## src/rtl/reset_sequencer_if.sv

```systemverilog
// -----------------------------------------------------------------------------
// reset_sequencer_if
// Purpose : Groups the lock input, the software request and the sequenced reset
//           status outputs of reset_sequencer into one bundle.
// Signals :
//   pll_locked   - PLL lock, asynchronous to the sequencer clock
//   sw_rst_req   - single-cycle software re-sequence request
//   rst_n_stage  - per-stage active-low resets, bit 0 releases first
//   seq_done     - all stages released and settled
//   busy         - sequencer not in its steady RUN state
//   lock_timeout - sticky lock watchdog flag
// Modports:
//   slave  - the sequencer itself
//   master - the surrounding system (drives lock/request, observes resets)
// -----------------------------------------------------------------------------
interface reset_sequencer_if #(
    parameter int NUM_STAGES = 3
);
    logic                  pll_locked;
    logic                  sw_rst_req;
    logic [NUM_STAGES-1:0] rst_n_stage;
    logic                  seq_done;
    logic                  busy;
    logic                  lock_timeout;

    modport slave (
        input  pll_locked,
        input  sw_rst_req,
        output rst_n_stage,
        output seq_done,
        output busy,
        output lock_timeout
    );

    modport master (
        output pll_locked,
        output sw_rst_req,
        input  rst_n_stage,
        input  seq_done,
        input  busy,
        input  lock_timeout
    );
endinterface

```

## src/rtl/reset_sequencer.sv

```systemverilog
// -----------------------------------------------------------------------------
// reset_sequencer
// Purpose : Staged reset release for the display pipeline. Waits for a filtered
//           PLL lock, releases the per-stage active-low resets in ascending
//           order with a fixed gap, then reports done. A software request
//           drains the stages in reverse order; lock loss asserts all at once.
// Ports   :
//   clk         - system clock
//   async_rst_n - asynchronous active-low reset (from the reset synchronizer)
//   seq_if      - reset_sequencer_if.slave (lock, request, stage resets, status)
// Build option:
//   RST_SEQ_WDOG_EN - when defined, a watchdog counts cycles spent in
//                     WAIT_LOCK and sets the sticky lock_timeout flag after
//                     WDOG_CYCLES. When undefined, lock_timeout is tied 0.
//
// state      | meaning
// -----------+------------------------------------------------------------
// WAIT_LOCK  | all stages asserted, qualifying PLL lock through the filter
// RELEASE    | releasing one stage every STAGE_GAP cycles, then settling
// RUN        | all stages released, seq_done high
// DRAIN      | re-asserting stages one per cycle, highest index first
// -----------------------------------------------------------------------------
module reset_sequencer #(
    parameter int NUM_STAGES  = 3,
    parameter int LOCK_FILTER = 16,
    parameter int STAGE_GAP   = 8,
    parameter int WDOG_CYCLES = 65536
) (
    input  logic              clk,
    input  logic              async_rst_n,
    reset_sequencer_if.slave  seq_if
);

    if (NUM_STAGES < 1 || NUM_STAGES > 8 || LOCK_FILTER < 1 ||
        STAGE_GAP < 1 || WDOG_CYCLES < 1) begin : g_bad_param
        $error("reset_sequencer: parameter out of range");
    end

    localparam int FILT_W = $clog2(LOCK_FILTER + 1);
    localparam int GAP_W  = (STAGE_GAP > 1) ? $clog2(STAGE_GAP) : 1;

    localparam logic [FILT_W-1:0] FILT_LAST = FILT_W'(LOCK_FILTER - 1);
    localparam logic [FILT_W-1:0] FILT_MAX  = FILT_W'(LOCK_FILTER);
    localparam logic [GAP_W-1:0]  GAP_LAST  = GAP_W'(STAGE_GAP - 1);

    typedef enum logic [1:0] {
        ST_WAIT_LOCK = 2'd0,
        ST_RELEASE   = 2'd1,
        ST_RUN       = 2'd2,
        ST_DRAIN     = 2'd3
    } state_t;

    logic                  r_sync1;
    logic                  r_lock_s;
    logic [FILT_W-1:0]     r_filt;
    logic [GAP_W-1:0]      r_gap;
    state_t                r_state;
    logic [NUM_STAGES-1:0] r_stage;
    logic                  r_done;
    logic                  r_busy;

    state_t                w_state_nxt;
    logic [NUM_STAGES-1:0] w_stage_nxt;
    logic                  w_done_nxt;
    logic [GAP_W-1:0]      w_gap_nxt;
    logic                  w_filt_clr;
    logic                  w_lock_ok;
    logic                  w_gap_hit;
    logic                  w_all_rel;
    logic [NUM_STAGES-1:0] w_stage_fill;
    logic [NUM_STAGES-1:0] w_stage_drain;

    // Stage vector is always a thermometer code (bit k set implies all lower
    // bits set), so releasing the next stage is a shift-in of a one and
    // asserting the highest released stage is a plain right shift. The shift
    // also skips already-asserted bits for free.
    assign w_stage_fill  = (r_stage << 1) | NUM_STAGES'(1);
    assign w_stage_drain = r_stage >> 1;
    assign w_all_rel     = r_stage[NUM_STAGES-1];
    assign w_gap_hit     = (r_gap == GAP_LAST);

    // Qualified on the edge where the filter would reach LOCK_FILTER.
    assign w_lock_ok     = r_lock_s && (r_filt >= FILT_LAST);

    always_ff @(posedge clk or negedge async_rst_n) begin
        if (!async_rst_n) begin
            r_sync1  <= 1'b0;
            r_lock_s <= 1'b0;
        end else begin
            r_sync1  <= seq_if.pll_locked;
            r_lock_s <= r_sync1;
        end
    end

    always_ff @(posedge clk or negedge async_rst_n) begin
        if (!async_rst_n) begin
            r_filt <= '0;
        end else if (!r_lock_s || w_filt_clr) begin
            r_filt <= '0;
        end else if (r_filt != FILT_MAX) begin
            r_filt <= r_filt + FILT_W'(1);
        end
    end

    always_ff @(posedge clk or negedge async_rst_n) begin
        if (!async_rst_n) begin
            r_state <= ST_WAIT_LOCK;
            r_stage <= '0;
            r_done  <= 1'b0;
            r_busy  <= 1'b1;
            r_gap   <= '0;
        end else begin
            r_state <= w_state_nxt;
            r_stage <= w_stage_nxt;
            r_done  <= w_done_nxt;
            r_busy  <= (w_state_nxt != ST_RUN);
            r_gap   <= w_gap_nxt;
        end
    end

    always_comb begin
        w_state_nxt = r_state;
        w_stage_nxt = r_stage;
        w_done_nxt  = r_done;
        w_gap_nxt   = r_gap;
        w_filt_clr  = 1'b0;

        unique case (r_state)
            ST_WAIT_LOCK: begin
                w_stage_nxt = '0;
                w_done_nxt  = 1'b0;
                if (w_lock_ok) begin
                    w_state_nxt = ST_RELEASE;
                    w_stage_nxt = NUM_STAGES'(1);
                    w_gap_nxt   = '0;
                end
            end

            ST_RELEASE: begin
                if (!r_lock_s) begin
                    w_state_nxt = ST_WAIT_LOCK;
                    w_stage_nxt = '0;
                    w_done_nxt  = 1'b0;
                end else if (seq_if.sw_rst_req) begin
                    w_state_nxt = ST_DRAIN;
                    w_done_nxt  = 1'b0;
                end else if (w_gap_hit) begin
                    w_gap_nxt = '0;
                    // The gap after the last stage is the settle time.
                    if (w_all_rel) begin
                        w_state_nxt = ST_RUN;
                        w_done_nxt  = 1'b1;
                    end else begin
                        w_stage_nxt = w_stage_fill;
                    end
                end else begin
                    w_gap_nxt = r_gap + GAP_W'(1);
                end
            end

            ST_RUN: begin
                if (!r_lock_s) begin
                    w_state_nxt = ST_WAIT_LOCK;
                    w_stage_nxt = '0;
                    w_done_nxt  = 1'b0;
                end else if (seq_if.sw_rst_req) begin
                    w_state_nxt = ST_DRAIN;
                    w_done_nxt  = 1'b0;
                end
            end

            ST_DRAIN: begin
                w_done_nxt = 1'b0;
                if (!r_lock_s) begin
                    w_state_nxt = ST_WAIT_LOCK;
                    w_stage_nxt = '0;
                end else begin
                    w_stage_nxt = w_stage_drain;
                    // Bit 0 goes down now: lock has to be re-qualified.
                    if (w_stage_drain == '0) begin
                        w_state_nxt = ST_WAIT_LOCK;
                        w_filt_clr  = 1'b1;
                    end
                end
            end

            default: begin
                w_state_nxt = ST_WAIT_LOCK;
                w_stage_nxt = '0;
                w_done_nxt  = 1'b0;
            end
        endcase
    end

`ifdef RST_SEQ_WDOG_EN
    localparam int WD_W = $clog2(WDOG_CYCLES + 1);
    localparam logic [WD_W-1:0] WD_LAST = WD_W'(WDOG_CYCLES - 1);
    localparam logic [WD_W-1:0] WD_MAX  = WD_W'(WDOG_CYCLES);

    logic [WD_W-1:0] r_wdog;
    logic            r_timeout;

    always_ff @(posedge clk or negedge async_rst_n) begin
        if (!async_rst_n) begin
            r_wdog    <= '0;
            r_timeout <= 1'b0;
        end else if (r_state != ST_WAIT_LOCK) begin
            r_wdog <= '0;
        end else begin
            if (r_wdog != WD_MAX) begin
                r_wdog <= r_wdog + WD_W'(1);
            end
            if (r_wdog == WD_LAST) begin
                r_timeout <= 1'b1;
            end
        end
    end

    assign seq_if.lock_timeout = r_timeout;
`else
    assign seq_if.lock_timeout = 1'b0;
`endif

    assign seq_if.rst_n_stage = r_stage;
    assign seq_if.seq_done    = r_done;
    assign seq_if.busy        = r_busy;

endmodule

```

## src/flat_wrapper.sv

```systemverilog
// flat-port wrapper written by rule: the top's interface ports become plain ports
module reset_sequencer_flat 
#(
    parameter int NUM_STAGES  = 3,
    parameter int LOCK_FILTER = 16,
    parameter int STAGE_GAP   = 8,
    parameter int WDOG_CYCLES = 65536
)
  (clk, async_rst_n, seq_if_pll_locked, seq_if_sw_rst_req, seq_if_rst_n_stage, seq_if_seq_done, seq_if_busy, seq_if_lock_timeout);
  reset_sequencer_if #(.NUM_STAGES(NUM_STAGES)) seq_if_i ();
  input  logic clk;
  input  logic async_rst_n;
  input wire logic [$bits(seq_if_i.pll_locked)-1:0] seq_if_pll_locked;
  input wire logic [$bits(seq_if_i.sw_rst_req)-1:0] seq_if_sw_rst_req;
  output wire logic [$bits(seq_if_i.rst_n_stage)-1:0] seq_if_rst_n_stage;
  output wire logic [$bits(seq_if_i.seq_done)-1:0] seq_if_seq_done;
  output wire logic [$bits(seq_if_i.busy)-1:0] seq_if_busy;
  output wire logic [$bits(seq_if_i.lock_timeout)-1:0] seq_if_lock_timeout;
  assign seq_if_i.pll_locked = seq_if_pll_locked;
  assign seq_if_i.sw_rst_req = seq_if_sw_rst_req;
  assign seq_if_rst_n_stage = seq_if_i.rst_n_stage;
  assign seq_if_seq_done = seq_if_i.seq_done;
  assign seq_if_busy = seq_if_i.busy;
  assign seq_if_lock_timeout = seq_if_i.lock_timeout;
  reset_sequencer #(.NUM_STAGES(NUM_STAGES), .LOCK_FILTER(LOCK_FILTER), .STAGE_GAP(STAGE_GAP), .WDOG_CYCLES(WDOG_CYCLES)) u_core (.clk(clk), .async_rst_n(async_rst_n), .seq_if(seq_if_i));
endmodule
```

## config.mk

```make
export PLATFORM = sky130hd
export DESIGN_NAME = reset_sequencer_flat
export DESIGN_NICKNAME = d
export VERILOG_FILES = /design/src/rtl/reset_sequencer_if.sv /design/src/rtl/reset_sequencer.sv /design/src/flat_wrapper.sv
export SDC_FILE = /design/constraint.sdc
export NUM_CORES = 1
export LEC_CHECK = 0
export CAP_MARGIN = 15
export CORE_MARGIN = 2
export CORE_UTILIZATION = 50
export CTS_CLUSTER_SIZE = 16
export DETAILED_ROUTE_END_ITERATION = 16
export PLACE_DENSITY = 0.77
export SKIP_LAST_GASP = 1
export SLEW_MARGIN = 40
export SYNTH_ARGS = -nofsm -noshare
export SYNTH_HDL_FRONTEND = slang
export SYNTH_SLANG_ARGS = --single-unit
```

## constraint.sdc

```tcl
create_clock -name clk -period 2.1 [get_ports clk]
set_clock_uncertainty 0.05 [all_clocks]
set_input_delay 0.315 -clock clk [delete_from_list [all_inputs] [get_ports clk]]
set_output_delay 0.315 -clock clk [all_outputs]
set_load 0.05 [all_outputs]
```

==> metrics.txt, run 1 <==
clock share of power=21.3%; Setup TNS=0 ps; Worst Path Arrival=1600 ps; final hold vios=0; Setup-failing EPs final=0; Top Ports=10; Vias=748; dpl hpwl=1320 um; H-Tree Level Count=1; top-count cell post-synth=dfrtp_1; FF+latch count, synth=17; global route overflow=0; Commonest cells post-synth=dfrtp_1, inv_1, a21oi_1, nand2_1, nor2_1; Total Die Area=2320 um^2; Routed Antenna Nets=0; DRC violations left=0; Worst Setup End Kind=output port; total chip power=785 uW; post-CTS sizing=0; RSZ-0062 raised after global routing=no; synthesized area=975 um^2; Buffers on Ports=8; Mean Syn Cell Area=9.75 um^2; antenna cells=0; max-slew violations=0; number of vias per cell=5.67; post-synth top area share=41.1%; status=completed; critical path cell sequence=clkdlybuf4s50_1; largest cells by area after synthesis=dfrtp_1, ha_1, inv_1, a21oi_1, dfstp_2; DR iter-0 viols=23; cells after synthesis=100; Bufs on Longest Clock Path=2; library cells used by synthesis=43; # nets final=117; switching power=249 uW; Reg clk slew, reported paths=90 ps; CP top delay family=buffers and inverters; predominant post-synthesis flop cell=dfrtp_1; Least-Margin Pin Slew=499 ps; largest net degree at the start of global routing=19; Max-cap violations=0; Post-Synthesis Net Count=109; gr usage total=18.6%; critical path peak fanout=1; CTS root buffer=clkbuf_4; DIE HEIGHT=48.2 um; total number of yosys warnings=0; Min-Delay Path Class=in2async; Worst Path Required=1740 ps; crit share post-route=93.8%; Pint=535 uW; Critical path buffers and inverters=1; Critical-path top delay cell=clkdlybuf4s50_1; fmax=508 MHz; post-synth top area cell=dfrtp_1; cts hold-fix bufs=0; switching part of the total=31.8%; VDD IR max=448 uV; P_leak=0.510 nW; CTS tree=built; CP max stage delay=790 ps; TritonCTS Sinks=17; Reg power frac=53.0%; WL/cell=13.6 um; Post-synth EDFFs=0; insertion delay to the later sink of the worst-skew pair=280 ps; Starting Density=54.7%; min Tclk post-route=1970 ps; row count=15; layout cells sized above 1=11.2%; CTS buffer count=3; Worst Setup Path Type=reg2out; die width=48.2 um; DRT Pass-1 Iters=4; area growth from synthesis to layout=11.7%; pwr dens=721 nW/um^2; GPL Wtd Cong=0.834; ys async rst share=100%; Comb pwr share=25.7%; CP startpoint kind=flop; Setup Fix Bufs, Post-CTS=0; first-pass GRT wire length=2950 um; sequential area share after synthesis=43.8%; Placeable Area=1780 um^2; R2R Setup Slk=190 ps; initial antenna violation count=0; vias in the first global route=693; final WL=1800 um; max_slew headroom=66.7%
metrics by stage:
stage	util, %	area [um^2]	worst slack [ps]	hold WS [ps]	std cells
2_1_floorplan	-	975	258	-30.6	100
3_3_place_gp	59.4	1060	272	284	128
3_5_place_dp	59.4	1060	218	290	128
4_1_cts	60.9	1090	62.8	303	132
5_1_grt	61.1	1090	88.6	319	132
6_report	61.1	1090	130	296	132
routing by layer:
| metal | GRT usage [%] | vias up | share of wire, % |
|---|---|---|---|
| met5 | 0 | - | 0 |
| met4 | 8.11 | 0 | 0.83 |
| met3 | 3.33 | 2 | 2.8 |
| met2 | 29.2 | 12 | 49 |
| met1 | 25.2 | 364 | 47 |
| li1 | - | 370 | - |
kinds of logic (layout without fill, tap and decap cells):
kind of cell    after synthesis  after routing  synth area share [%]
compound gates               25             25                  17.8
xor+xnor                      3              3                  2.70
fa+ha+maj                     6              6                  7.45
buf+inv                      17             24                  8.21
flops                        17             17                  43.8
mux                           1              1                  1.03
other cells                   1              1                 0.385
simple gates                 30             30                  18.6
cell usage in the layout (no fill, tap or decap), drive strengths merged, types with 5 or more instances in the layout:
master and n:
dfrtp 16, inv 10, clkdlybuf4s50 7, nor2 6
nand2 6, a21oi 6, ha 5
cell type report:
| cell class | instances | area, um^2 |
|---|---|---|
| Fill cell | 155 | 694 |
| Multi-Input combinational cell | 66 | 468 |
| Sequential cell | 17 | 427 |
| Timing Repair Buffer | 10 | 97.6 |
| Inverter | 10 | 37.5 |
| Tap cell | 25 | 31.3 |
| Clock buffer | 3 | 22.5 |
| Clock inverter | 1 | 5.00 |
sequential cells by signal (all words and copies together) (netlist names):
name and count:
u_core.r_filt 5, u_core.seq_if.seq_done 1, u_core.seq_if.rst_n_stage 3, u_core.r_lock_s 1
u_core.seq_if.busy 1, u_core.r_state 2, u_core.r_sync1 1, u_core.r_gap 3
final timing paths:
path / from / endpoint / cells past startpoint
worst max-delay path: u_core.seq_if.busy$_DFF_PN1_ / seq_if_busy / 1
worst min register to register: u_core.r_sync1$_DFF_PN0_ / u_core.r_lock_s$_DFF_PN0_ / 0
max in group asynchronous: async_rst_n / u_core.seq_if.busy$_DFF_PN1_ / 2
min in group clk: u_core.r_sync1$_DFF_PN0_ / u_core.r_lock_s$_DFF_PN0_ / 0
worst max register to register: u_core.r_gap[0]$_DFFE_PN0P_ / u_core.seq_if.rst_n_stage[0]$_DFFE_PN0P_ / 5
worst min-delay path: async_rst_n / u_core.r_gap[2]$_DFFE_PN0P_ / 2
power groups by stage:
stage / registers [mW] / logic, mW / clock network [mW]
after detailed placement: 0.422 / 0.201 / 0
final: 0.416 / 0.201 / 0.167
after global placement: 0.418 / 0.189 / 0
after global routing: 0.424 / 0.229 / 0.191
after CTS: 0.415 / 0.202 / 0.176
after floorplan: 0.396 / 0.174 / 0
(Power assumes the default switching activity.)
==> inputs of run 2 (changes only) <==
--- a/config.mk
+++ b/config.mk
@@ -8,6 +8,7 @@
 export CAP_MARGIN = 15
 export CORE_MARGIN = 2
 export CORE_UTILIZATION = 50
+export CTS_CLUSTER_DIAMETER = 80
 export CTS_CLUSTER_SIZE = 16
 export DETAILED_ROUTE_END_ITERATION = 16
 export PLACE_DENSITY = 0.77
==> results of run 2 <==
The final DEF is identical to that of run 1; final timing and power are the same.
==> inputs of run 3 (changes only) <==
--- a/config.mk
+++ b/config.mk
@@ -12,6 +12,7 @@
 export CTS_CLUSTER_SIZE = 16
 export DETAILED_ROUTE_END_ITERATION = 16
 export PLACE_DENSITY = 0.77
+export RECOVER_POWER = 100
 export SKIP_LAST_GASP = 1
 export SLEW_MARGIN = 40
 export SYNTH_ARGS = -nofsm -noshare
==> metrics.txt, run 3 (synthesis gave the netlist of run 1 again) <==
wl on met1=851 um (was 847 um); insertion delay to the later sink of the worst-skew pair=280 ps (about the same); global route overflow=0 (unchanged); CTS tree=built (unchanged); Starting Density=54.7% (unchanged); antenna cells=0 (unchanged); Bufs on Longest Clock Path=2 (unchanged); Setup TNS=0 ps (unchanged); CP top delay family=buffers and inverters (unchanged); commonest non-fill, non-tap cells in the layout=dfrtp_1, inv_1, nor2_1, nand2_1, a21oi_1 (was dfrtp_1, inv_1, clkdlybuf4s50_1); WL met2=873 um (was 882 um); CP startpoint kind=flop (unchanged); first-pass GRT wire length=2950 um (unchanged); gr usage total=18.6% (unchanged); TritonCTS Sinks=17 (unchanged); Min-Delay Path Class=reg2reg (was in2async); Setup-failing EPs final=0 (unchanged); Max-cap violations=0 (unchanged); fill cell count=158 (was 155); max_slew headroom=40.6% (was 66.7%); CTS buffer count=3 (unchanged); Vias=750 (was 748); final non-filler cell total=132 (unchanged); Placeable Area=1780 um^2 (unchanged); worst setup slack after layout=123 ps (was 130 ps); min Tclk post-route=1980 ps (was 1970 ps); area growth from synthesis to layout=10.1% (was 11.7%); P_leak=0.494 nW (was 0.510 nW); max FFs per register=5 (unchanged); DRT Pass-1 Iters=5 (was 4); Least-Margin Pin Slew=892 ps (was 499 ps); worst slack at placement=218 ps (unchanged); Critical-path top delay cell=dlygate4sd3_1 (was clkdlybuf4s50_1); Routed Antenna Nets=0 (unchanged); Worst Path Arrival=1610 ps (was 1600 ps); dpl hpwl=1320 um (unchanged); H-Tree Level Count=1 (unchanged); DR iter-0 viols=25 (was 23); status=completed (unchanged); highest routed layer=met4 (unchanged); commonest non-fill, non-tap cell in the layout=dfrtp_1 (unchanged); hold_ws=309 ps (was 296 ps); max-slew violations=0 (unchanged); Total Die Area=2320 um^2 (unchanged); Most flops, register=u_core.r_filt (unchanged); Worst Setup Path Type=reg2out (unchanged); cts hold-fix bufs=0 (unchanged); crit share post-route=94.1% (was 93.8%); largest net degree at the start of global routing=19 (unchanged); row count=15 (unchanged); DRC violations left=0 (unchanged); final WL=1800 um (about the same); RSZ-0062 raised after global routing=no (unchanged); Worst Path Required=1740 ps (about the same); DIE HEIGHT=48.2 um (unchanged); Worst Setup End Kind=output port (unchanged); pwr dens=725 nW/um^2 (was 721 nW/um^2); GPL Wtd Cong=0.834 (unchanged); Setup Fix Bufs, Post-CTS=0 (unchanged); vias in the first global route=693 (unchanged); final hold vios=0 (unchanged); total chip power=779 uW (was 785 uW); CTS root buffer=clkbuf_4 (unchanged); Reg clk slew, reported paths=90 ps (about the same); fmax=506 MHz (was 508 MHz); critical path cell sequence=dlygate4sd3_1 (was clkdlybuf4s50_1); critical path peak fanout=6 (was 1); die width=48.2 um (unchanged); Top Ports=10 (unchanged); cell count after placement=128 (unchanged); initial antenna violation count=0 (unchanged); DR WL met3=57 um (was 51 um); Critical path buffers and inverters=1 (unchanged); WL/cell=13.6 um (about the same); layout cells sized above 1=9.35% (was 11.2%); VDD IR max=446 uV (was 448 uV); CP max stage delay=890 ps (was 790 ps); # nets final=117 (unchanged); number of vias per cell=5.68 (was 5.67); Buffers on Ports=8 (unchanged)
[run 3: cell types whose count changed in the layout (fill, tap and decap cells not counted), sizes merged]
cell,change
clkdlybuf4s50,-5
dlygate4sd3,+5
clkbuf,+2
buf,-1
dlymetal6s2s,-1
[run 3: per-stage QoR]
stage	instance area [um^2]	util, %
floorplan	975	-
global placement	1060	59.4
detailed placement	1060	59.4
CTS	1090	60.9
global route	1070	60.2
finish	1070	60.2
[run 3: path summary, 6_finish.rpt]
check	startpoint	to	slack [ps]	depth (start not counted)
setup reg to reg	u_core.r_gap[0]$_DFFE_PN0P_	u_core.seq_if.rst_n_stage[0]$_DFFE_PN0P_	180	5
hold / removal	u_core.r_sync1$_DFF_PN0_	u_core.r_lock_s$_DFF_PN0_	310	0
setup / recovery	u_core.seq_if.rst_n_stage[1]$_DFFE_PN0P_	seq_if_rst_n_stage[1]	120	1
hold reg to reg	u_core.r_sync1$_DFF_PN0_	u_core.r_lock_s$_DFF_PN0_	310	0
max in group asynchronous	async_rst_n	u_core.seq_if.rst_n_stage[1]$_DFFE_PN0P_	840	2
min in group asynchronous	async_rst_n	u_core.r_gap[2]$_DFFE_PN0P_	610	2
[run 3: worst reg2reg max path, cell delays in order (launching register included)]
cell and delay (ps):
dfrtp_1 390, ha_1 160, ha_1 250, or3b_1 440, a21o_1 200, a311o_1 330
[run 3: final cells by class]
| cell class | count | area (um^2) | share of cell area (%) |
|---|---|---|---|
| Tap cell | 25 | 31.3 | 2.91 |
| Multi-Input combinational cell | 66 | 465 | 43.4 |
| Clock inverter | 1 | 5.00 | 0.466 |
| Clock buffer | 3 | 22.5 | 2.10 |
| Timing Repair Buffer | 10 | 85.1 | 7.93 |
| Inverter | 10 | 37.5 | 3.50 |
| Sequential cell | 17 | 427 | 39.7 |
[run 3: timing repair]
| action | 4_1_cts | 5_1_grt |
|---|---|---|
| endpoints found under the setup margin | 0 | 1 |
| resized for setup | 0 | 1 |
| endpoints found under the hold margin | 0 | 0 |
[run 3: layer usage]
metal / up-vias / track usage, %
met5: - / 0
met4: 0 / 8.11
met3: 2 / 3.33
met2: 14 / 29.2
met1: 363 / 25.2
li1: 371 / -
[run 3: power by group]
| group | internal (mW) | leakage, nW | switching (mW) |
|---|---|---|---|
| logic | 0.0936 | 0.259 | 0.102 |
| clock network | 0.0707 | 0.0177 | 0.0962 |
| registers | 0.366 | 0.217 | 0.0507 |
